File: src/rtl/lock_pkg.sv
// Shared types and constants for the canal-lock sequencer.
package lock_pkg;

    localparam int CNT_W           = 4;
    localparam int DEF_FILL_TICKS  = 7;
    localparam int DEF_DRAIN_TICKS = 8;
    localparam int DEF_WAIT_TICKS  = 5;

    typedef enum logic [2:0] {
        LOW_IDLE,
        HIGH_IDLE,
        ENTER,
        FILL,
        DRAIN,
        EXIT
    } state_t;

    typedef enum logic {
        LOW  = 1'b0,
        HIGH = 1'b1
    } level_t;

endpackage

File: src/rtl/tick_down_counter.sv
// Loadable down-counter that steps on tick and parks at zero; load beats tick.
module tick_down_counter
    import lock_pkg::*;
(
    input  logic             clk,
    input  logic             reset,
    input  logic             load,
    input  logic [CNT_W-1:0] load_val,
    input  logic             tick,
    output logic [CNT_W-1:0] cnt,
    output logic             zero
);

    always_ff @(posedge clk or posedge reset) begin
        if (reset) begin
            cnt <= '0;
        end else if (load) begin
            cnt <= load_val;
        end else if (tick && (cnt != '0)) begin
            cnt <= cnt - 1'b1;
        end
    end

    assign zero = (cnt == '0);

endmodule

File: src/rtl/lock_controller.sv
// Canal-lock chamber sequencer: latches arrivals, runs enter/fill/drain/exit
// countdowns and drives gates plus the display-stage flags and values.
module lock_controller
    import lock_pkg::*;
#(
    parameter int FILL_TICKS  = DEF_FILL_TICKS,
    parameter int DRAIN_TICKS = DEF_DRAIN_TICKS,
    parameter int WAIT_TICKS  = DEF_WAIT_TICKS
) (
    input  logic             clk,
    input  logic             reset,
    input  logic             tick,
    input  logic             arrive_low,
    input  logic             arrive_high,
    output logic             gate_low_open,
    output logic             gate_high_open,
    output logic             draining,
    output logic             filling,
    output logic             waiting,
    output logic [CNT_W-1:0] drainVal,
    output logic [CNT_W-1:0] fillVal,
    output logic [CNT_W-1:0] waitVal,
    output logic             busy
);

    // The downstream display only decodes digits 0..8.
    if (FILL_TICKS < 1 || FILL_TICKS > 8)
        $error("lock_controller: FILL_TICKS must be in 1..8");
    if (DRAIN_TICKS < 1 || DRAIN_TICKS > 8)
        $error("lock_controller: DRAIN_TICKS must be in 1..8");
    if (WAIT_TICKS < 1 || WAIT_TICKS > 8)
        $error("lock_controller: WAIT_TICKS must be in 1..8");

    localparam logic [CNT_W-1:0] FILL_LD  = CNT_W'(FILL_TICKS);
    localparam logic [CNT_W-1:0] DRAIN_LD = CNT_W'(DRAIN_TICKS);
    localparam logic [CNT_W-1:0] WAIT_LD  = CNT_W'(WAIT_TICKS);

    state_t           state, state_nxt;
    level_t           level, level_nxt;
    logic             carry, carry_nxt;
    logic             pend_low, pend_high;
    logic             clr_low, clr_high;
    logic             load;
    logic [CNT_W-1:0] load_val;
    logic [CNT_W-1:0] cnt;
    logic             zero;
    logic             done;

    tick_down_counter u_cnt (
        .clk      (clk),
        .reset    (reset),
        .load     (load),
        .load_val (load_val),
        .tick     (tick),
        .cnt      (cnt),
        .zero     (zero)
    );

    assign done = tick & zero;

    always_ff @(posedge clk or posedge reset) begin
        if (reset) begin
            state     <= LOW_IDLE;
            level     <= LOW;
            carry     <= 1'b0;
            pend_low  <= 1'b0;
            pend_high <= 1'b0;
        end else begin
            state     <= state_nxt;
            level     <= level_nxt;
            carry     <= carry_nxt;
            // A new arrival on the same cycle as the clear keeps the flag set.
            pend_low  <= arrive_low  | (pend_low  & ~clr_low);
            pend_high <= arrive_high | (pend_high & ~clr_high);
        end
    end

    always_comb begin
        state_nxt = state;
        level_nxt = level;
        carry_nxt = carry;
        load      = 1'b0;
        load_val  = '0;
        clr_low   = 1'b0;
        clr_high  = 1'b0;
        case (state)
            LOW_IDLE: begin
                if (pend_low) begin
                    state_nxt = ENTER;
                    carry_nxt = 1'b1;
                    load      = 1'b1;
                    load_val  = WAIT_LD;
                    clr_low   = 1'b1;
                end else if (pend_high) begin
                    state_nxt = FILL;
                    carry_nxt = 1'b0;
                    load      = 1'b1;
                    load_val  = FILL_LD;
                end
            end
            HIGH_IDLE: begin
                if (pend_high) begin
                    state_nxt = ENTER;
                    carry_nxt = 1'b1;
                    load      = 1'b1;
                    load_val  = WAIT_LD;
                    clr_high  = 1'b1;
                end else if (pend_low) begin
                    state_nxt = DRAIN;
                    carry_nxt = 1'b0;
                    load      = 1'b1;
                    load_val  = DRAIN_LD;
                end
            end
            ENTER: begin
                if (done) begin
                    load = 1'b1;
                    if (level == LOW) begin
                        state_nxt = FILL;
                        load_val  = FILL_LD;
                    end else begin
                        state_nxt = DRAIN;
                        load_val  = DRAIN_LD;
                    end
                end
            end
            FILL: begin
                if (done) begin
                    level_nxt = HIGH;
                    if (carry) begin
                        state_nxt = EXIT;
                        load      = 1'b1;
                        load_val  = WAIT_LD;
                    end else begin
                        state_nxt = HIGH_IDLE;
                    end
                end
            end
            DRAIN: begin
                if (done) begin
                    level_nxt = LOW;
                    if (carry) begin
                        state_nxt = EXIT;
                        load      = 1'b1;
                        load_val  = WAIT_LD;
                    end else begin
                        state_nxt = LOW_IDLE;
                    end
                end
            end
            EXIT: begin
                if (done) begin
                    carry_nxt = 1'b0;
                    state_nxt = (level == LOW) ? LOW_IDLE : HIGH_IDLE;
                end
            end
            default: state_nxt = LOW_IDLE;
        endcase
    end

    // Outputs decode flops only, so they move on the same edge as state/cnt.
    assign busy           = !((state == LOW_IDLE) || (state == HIGH_IDLE));
    assign gate_low_open  = (level == LOW) &&
                            ((state == LOW_IDLE) || (state == ENTER) || (state == EXIT));
    assign gate_high_open = (level == HIGH) &&
                            ((state == HIGH_IDLE) || (state == ENTER) || (state == EXIT));
    assign waiting        = (state == ENTER) || (state == EXIT);
    assign filling        = (state == FILL);
    assign draining       = (state == DRAIN);
    assign waitVal        = waiting  ? cnt : '0;
    assign fillVal        = filling  ? cnt : '0;
    assign drainVal       = draining ? cnt : '0;

endmodule

File: config.mk
export PLATFORM = sky130hd
export DESIGN_NAME = lock_controller
export DESIGN_NICKNAME = d
export VERILOG_FILES = /design/src/rtl/lock_pkg.sv /design/src/rtl/tick_down_counter.sv /design/src/rtl/lock_controller.sv
export SDC_FILE = /design/constraint.sdc
export NUM_CORES = 1
export LEC_CHECK = 0
export CAP_MARGIN = 20
export CORE_MARGIN = 2
export CORE_UTILIZATION = 51
export CTS_BUF_LIST = sky130_fd_sc_hd__clkbuf_4
export DETAILED_ROUTE_END_ITERATION = 12
export PLACE_DENSITY = 0.84
export SLEW_MARGIN = 0
export SYNTH_ARGS = -nofsm -noshare
export SYNTH_HDL_FRONTEND = slang
export SYNTH_HIERARCHICAL = 1
export SYNTH_SLANG_ARGS = --single-unit
File: constraint.sdc
create_clock -name clk -period 2.65 [get_ports clk]
set_input_delay 0.53 -clock clk [delete_from_list [all_inputs] [get_ports clk]]
set_output_delay 0.53 -clock clk [all_outputs]
set_load 0.1 [all_outputs]
; ---- After elaboration in Yosys (flattened, before gate mapping)
; Cells that the tools add are included.
[totals]
regBits = 11
latchBits = 0
mem_bits_rw = 0
romBits = 0
inputBits = 5
output_inout_bits = 18
mem_count = 0
[classes]
addsub = 1
n_mul = 0
div = 0
magnitude_cmp = 0
n_eq_ne = 11
n_shift = 0
n_mux = 45
n_bitwise = 8
n_reduce_logical = 20
[ops]
columns = cell, count
row1 = $mux W3, 14
row2 = $mux W4, 10
row3 = $pmux W3 S6, 1
row4 = $mux W1, 16
row5 = $pmux W4 S4, 1
row6 = $eq A3 B2 Y1 const B, 2
row7 = $eq A3 B3 Y1 const B, 2
row8 = $logic_or A1 B1 Y1, 6
row9 = $ne A3 B3 Y1 const B, 2
row10 = $reduce_and A6 Y1, 1
row11 = $logic_not A4 Y1, 1
row12 = $ne A2 B1 Y1 const B, 2
row13 = $ne A2 B2 Y1 const B, 2
row14 = $pmux W1 S4, 1
row15 = $reduce_and A4 Y1, 1
row16 = $reduce_bool A2 Y1, 2
row17 = $reduce_bool A4 Y1, 1
row18 = $sub A4 B1 Y4 const B, 1
row19 = $and A1 B1 Y1, 3
row20 = $eq A3 B1 Y1 const B, 1
row21 = $logic_and A1 B1 Y1, 3
row22 = $logic_not A3 Y1, 1
row23 = $not A1 Y1, 3
row24 = $pmux W1 S3, 1
row25 = other kinds (6), 7

; ---- Depth between registers and ports, before layout
; Gate-level depths: netlist of run 1.
[depth]
word_depth = 5
depth_mapped = 11
depth_no_buf = 9

; ---- Cells and area by module
; Netlist of run 1, hierarchy kept.
[modules_own_cells]
columns = module, instances, cells_per_inst, area_each_um2
row1 = lock_controller, 1, 92, 679.4
row2 = tick_down_counter, 1, 28, 261.5

; ---- Worst setup path after synthesis of run 1
; Ideal clock, no wire load.
[synth_path]
path_type = flip-flop to output port
startpoint = register state[1]
endpoint = output drainVal[0]
t_arrival_ps = 2831
required_ps = 2120
slack_ps = -711
stages_incl_launch_ff = 4
n_path_buf = 1
path_cell_list = dfrtp_1 buf_2 nor3b_2 and2_1
[synth_between]
elab_chain_len = 2
[synth_lines]
columns = element, line_no
row1 = "start, declared", lock_controller.sv:38  ; state_t state, state_nxt;
row2 = "start signal, assigned", lock_controller.sv:69  ; state <= state_nxt;
row3 = $eq A3 B3 Y1, lock_controller.sv:169  ; assign draining = (state == DRAIN);
row4 = net draining, lock_controller.sv:17  ; output logic draining,
row5 = $mux W4, lock_controller.sv:172  ; assign drainVal = draining ? cnt : '0;
row6 = "end, declared", lock_controller.sv:20  ; output logic [CNT_W-1:0] drainVal,
; The timed path passes the listed nets, and every way through them passes these cells.

; ---- Final worst setup path of run 1
[layout_path]
startpoint = register u_cnt.cnt[0]
endpoint = register u_cnt.cnt[3]
[layout_between]
elab_chain_len = 5
elab_cells_between_ends = 13
classes_between = 1 x add/sub / 7 x mux / 1 x bitwise / 4 x reduce/logical
[layout_lines]
columns = element, line_no
row1 = "start, declared", tick_down_counter.sv:10  ; output logic [CNT_W-1:0] cnt,
row2 = "start signal, assigned", tick_down_counter.sv:18  ; cnt <= load_val;
row3 = "start signal, assigned", tick_down_counter.sv:20  ; cnt <= cnt - 1'b1;
row4 = $logic_not A4 Y1 *, tick_down_counter.sv:24  ; assign zero = (cnt == '0);
row5 = net zero, lock_controller.sv:46  ; logic zero;
row6 = $and A1 B1 Y1 *, lock_controller.sv:59  ; assign done = tick & zero;
row7 = "$mux W1, on equally long branches", "lock_controller.sv:140, lock_controller.sv:116"
row8 = $pmux W1 S4 *, lock_controller.sv:86  ; case (state)
row9 = net load, lock_controller.sv:43  ; logic load;
row10 = $mux W4 or $reduce_bool A2 Y1 (tied branches), --
; The timed path passes the listed nets; every way through them passes the cells marked *. The select of a mux whose other input is x is not followed.
; A chain may end at the register's enable or synchronous reset.

==> results of run 1 <==
==> path summary, 6_finish.rpt <==
kind / start / to / slack (ps)
worst max-delay path: u_cnt/cnt[0]$_DFFE_PP0P_ / u_cnt/cnt[3]$_DFFE_PP0P_ / 160
worst min-delay path: reset / u_cnt/cnt[1]$_DFFE_PP0P_ / 470
worst max register to register: u_cnt/cnt[0]$_DFFE_PP0P_ / u_cnt/cnt[3]$_DFFE_PP0P_ / 160
worst min register to register: carry$_DFFE_PP0P_ / carry$_DFFE_PP0P_ / 630
max in group asynchronous: reset / state[1]$_DFFE_PP0P_ / 1930
min in group clk: carry$_DFFE_PP0P_ / carry$_DFFE_PP0P_ / 630
==> per-stage QoR <==
stage	setup slack [ps]	area [µm²]	hold WS, ps
after global placement	375.9	1350	598.6
after global routing	5.830	1378	518.0
after detailed placement	227.2	1350	610.0
final	164.3	1378	471.2
after CTS	201.9	1378	471.6
after floorplan	-249.5	959.7	296.1
==> cell usage after synthesis, types with 3 or more instances <==
master / n / area share, %
sky130_fd_sc_hd__a211oi_1: 3 / 2.4
sky130_fd_sc_hd__a21oi_1: 7 / 3.7
sky130_fd_sc_hd__and2_1: 10 / 6.6
sky130_fd_sc_hd__and3_1: 4 / 2.7
sky130_fd_sc_hd__buf_2: 3 / 1.6
sky130_fd_sc_hd__dfrtp_1: 11 / 29
sky130_fd_sc_hd__inv_1: 10 / 4.0
sky130_fd_sc_hd__nand2_1: 11 / 4.4
sky130_fd_sc_hd__nand2b_1: 5 / 3.3
sky130_fd_sc_hd__nor2_1: 7 / 2.8
sky130_fd_sc_hd__nor2b_1: 5 / 3.3
sky130_fd_sc_hd__o21ai_0: 5 / 2.7
sky130_fd_sc_hd__o21ai_1: 3 / 1.6
==> cells by family (layout without fill, tap and decap cells) <==
logic type / Yosys count / after routing / share of synthesized area [%]
compound gates: 34 / 34 / 25.53
flops: 11 / 11 / 29.25
fa+ha+maj: 1 / 1 / 1.330
buf+inv: 16 / 39 / 6.782
simple gates: 57 / 57 / 36.04
mux: 1 / 1 / 1.064
==> cell type report <==
class	instances	area, µm²	share of cell area, %
clock inverters	1	5.005	0.3633
clock buffers	3	22.52	1.635
multi-input cells	93	620.6	45.05
repair buffers	25	385.4	27.97
well taps	25	31.28	2.271
flip-flops and latches	11	275.3	19.98
inverters	10	37.54	2.725
==> registers in the layout (all words and copies together) (netlist names) <==
| name | flops |
|---|---|
| level | 1 |
| state | 3 |
| pend_high | 1 |
| u_cnt/cnt | 4 |
| pend_low | 1 |
| carry | 1 |
==> per-layer routing <==
layer  vias to the layer above  part of all wire (%)
li1                        469                     -
met1                       460                    38
met2                        59                    51
met3                         6                   9.0
met4                         0                   1.9
met5                         -                     0
==> PnR_summary.wiki, run 1 <==
{| class="wikitable"
! Metric !! Value
|-
| Busiest metal layer after global routing || met2
|-
| Die area || 2204 µm²
|-
| Wire length of the first global-routing pass || 4043 µm
|-
| Met2 track utilization from global routing || 42.47%
|-
| Number of pins with negative max-slew slack in the final report || 0
|-
| Post-CTS setup-driven buffer insertion count || 0
|-
| FMAX || 0.4023 GHz
|-
| Most used cell, CP || sky130_fd_sc_hd__inv_1
|-
| Layout net count || 150
|-
| Chip Width || 46.95 µm
|-
| Class of the tightest hold or removal check || primary input to async pin
|-
| Number of hold violations in the final report || 0
|-
| Post-synthesis sequential area ratio || 29.26%
|-
| Placer Congestion || 0.8900
|-
| Critical path depth || 9
|-
| Crit path kind || flop to flop
|-
| Number of flip-flops and latches in the synthesized netlist || 11
|-
| All-layer global routing usage || 25.42%
|-
| Setup TNS || 0 ps
|-
| Kind of cell with the highest combined delay on the critical path || simple AND/OR/NAND/NOR gates
|-
| Ratio of cells with drive above 1 in the final layout || 25.87%
|-
| Asr flop ratio synth || 100.0%
|-
| Buffers plus inverters on the worst setup path || 2
|-
| Final-report setup violation count || 0
|-
| Count of cells resized by post-cts repair || 0
|-
| Maximum level of the CTS H-tree || 1
|-
| Cell chain of the critical path || inv_1 > ha_1 > or3b_4 > inv_1 > and2_1 > o211ai_1 > nand3_1 > nor3_1 > a221o_1
|-
| Max Buffers Root-to-Sink || 2
|-
| DR vias || 994
|-
| Top-level I/O count || 23
|-
| Number of design rule violations left after detail routing || 0
|-
| Number of different library cells in the post-synthesis netlist || 43
|-
| Worst Setup End Kind || flop
|-
| Maxcap violations || 0
|-
| Commonest non-fill, non-tap cell in the layout || sky130_fd_sc_hd__buf_12
|-
| Number of inserted diodes || 0
|-
| Result of the run || completed
|-
| Buffers on Ports || 22
|-
| Number of nets with antenna violations after routing || 0
|-
| Initial antenna violation count || 0
|-
| Post-synth net total || 126
|-
| Cell area after technology mapping || 940.9 µm²
|-
| Final clock period utilization by the worst path || 93.80%
|-
| Cts-stage hold buffer count || 0
|-
| Final worst path period need || 2486 ps
|-
| Largest stage delay on the critical path || 430 ps
|-
| Required arrival time at the worst endpoint || 2800 ps
|-
| Area of the core || 1727 µm²
|-
| Initial Utilization || 54.49%
|-
| Vias in the first global route || 957
|-
| First-pass iteration count of the detailed router || 4
|-
| Setup repair after global routing missed its margin || no
|-
| Post-Route WL || 2386 µm
|-
| Detailed-route vias per instance || 5.917
|-
| Core occupancy in the finished layout || 79.78%
|-
| Max FO, Critical Path || 9
|-
| Number of cells in the design after placement || 164
|-
| Synth Flop Type || sky130_fd_sc_hd__dfrtp_1
|-
| WL per Instance || 14.20 µm
|-
| Maximum number of pins on one net before global-route repair || 17
|-
| # rows || 15
|-
| Count of placed standard cells in the final layout, fillers left out || 168
|-
| Commonest non-fill, non-tap cells in the layout || sky130_fd_sc_hd__buf_12 (15), sky130_fd_sc_hd__nand2_1 (11), sky130_fd_sc_hd__dfrtp_1 (11)
|-
| Global Route met1 Usage || 32.06%
|-
| Arrival time at the worst endpoint || 2640 ps
|-
| Slowest-stage cell, CP || sky130_fd_sc_hd__dfrtp_1
|-
| Worst slew slack as a fraction of its limit || 69.79%
|-
| Synth warn || 6
|-
| Worst Reg2Reg Path Length in Cells || 9
|-
| Synth-to-layout area growth || 46.41%
|-
| Clock latency on the worst-skew pair || 270 ps
|-
| Met3 demand-to-capacity share in global routing || 2.308%
|-
| Floorplan die height || 46.95 µm
|-
| Library cell used as clock root buffer || sky130_fd_sc_hd__clkbuf_4
|-
| Synthesized instance count || 120
|-
| Drt initial violations || 36
|-
| Filler Cells Inserted || 111
|-
| # clock sinks || 11
|-
| Clock slew at reported path FFs || 70 ps
|-
| Slew at the pin closest to its max-slew limit || 453.2 ps
|-
| Cts bufs inserted || 3
|-
| Hpwl dp || 1917 µm
|-
| Crit path launch type || flop
|-
| Post-Synthesis Mean Instance Area || 7.841 µm²
|-
| Post-route clock skew || 3.810 ps
|-
| Remaining Overflow, GRT || 0
|-
| CTS tree || built
|-
| Post-synth EDFFs || 0
|}
Power of run 1 is not shown: default switching activity piles up to over one toggle a cycle in this logic, so the estimate is an artifact.
==> run 2, diff against run 1 <==
--- a/config.mk
+++ b/config.mk
@@ -5,7 +5,7 @@
 export SDC_FILE = /design/constraint.sdc
 export NUM_CORES = 1
 export LEC_CHECK = 0
-export CAP_MARGIN = 20
+export CAP_MARGIN = 0
 export CORE_MARGIN = 2
 export CORE_UTILIZATION = 51
 export CTS_BUF_LIST = sky130_fd_sc_hd__clkbuf_4
==> results of run 2 <==
Final layout, timing and power as in run 1 (identical DEF).
Power of run 2 is left out for the same reason.
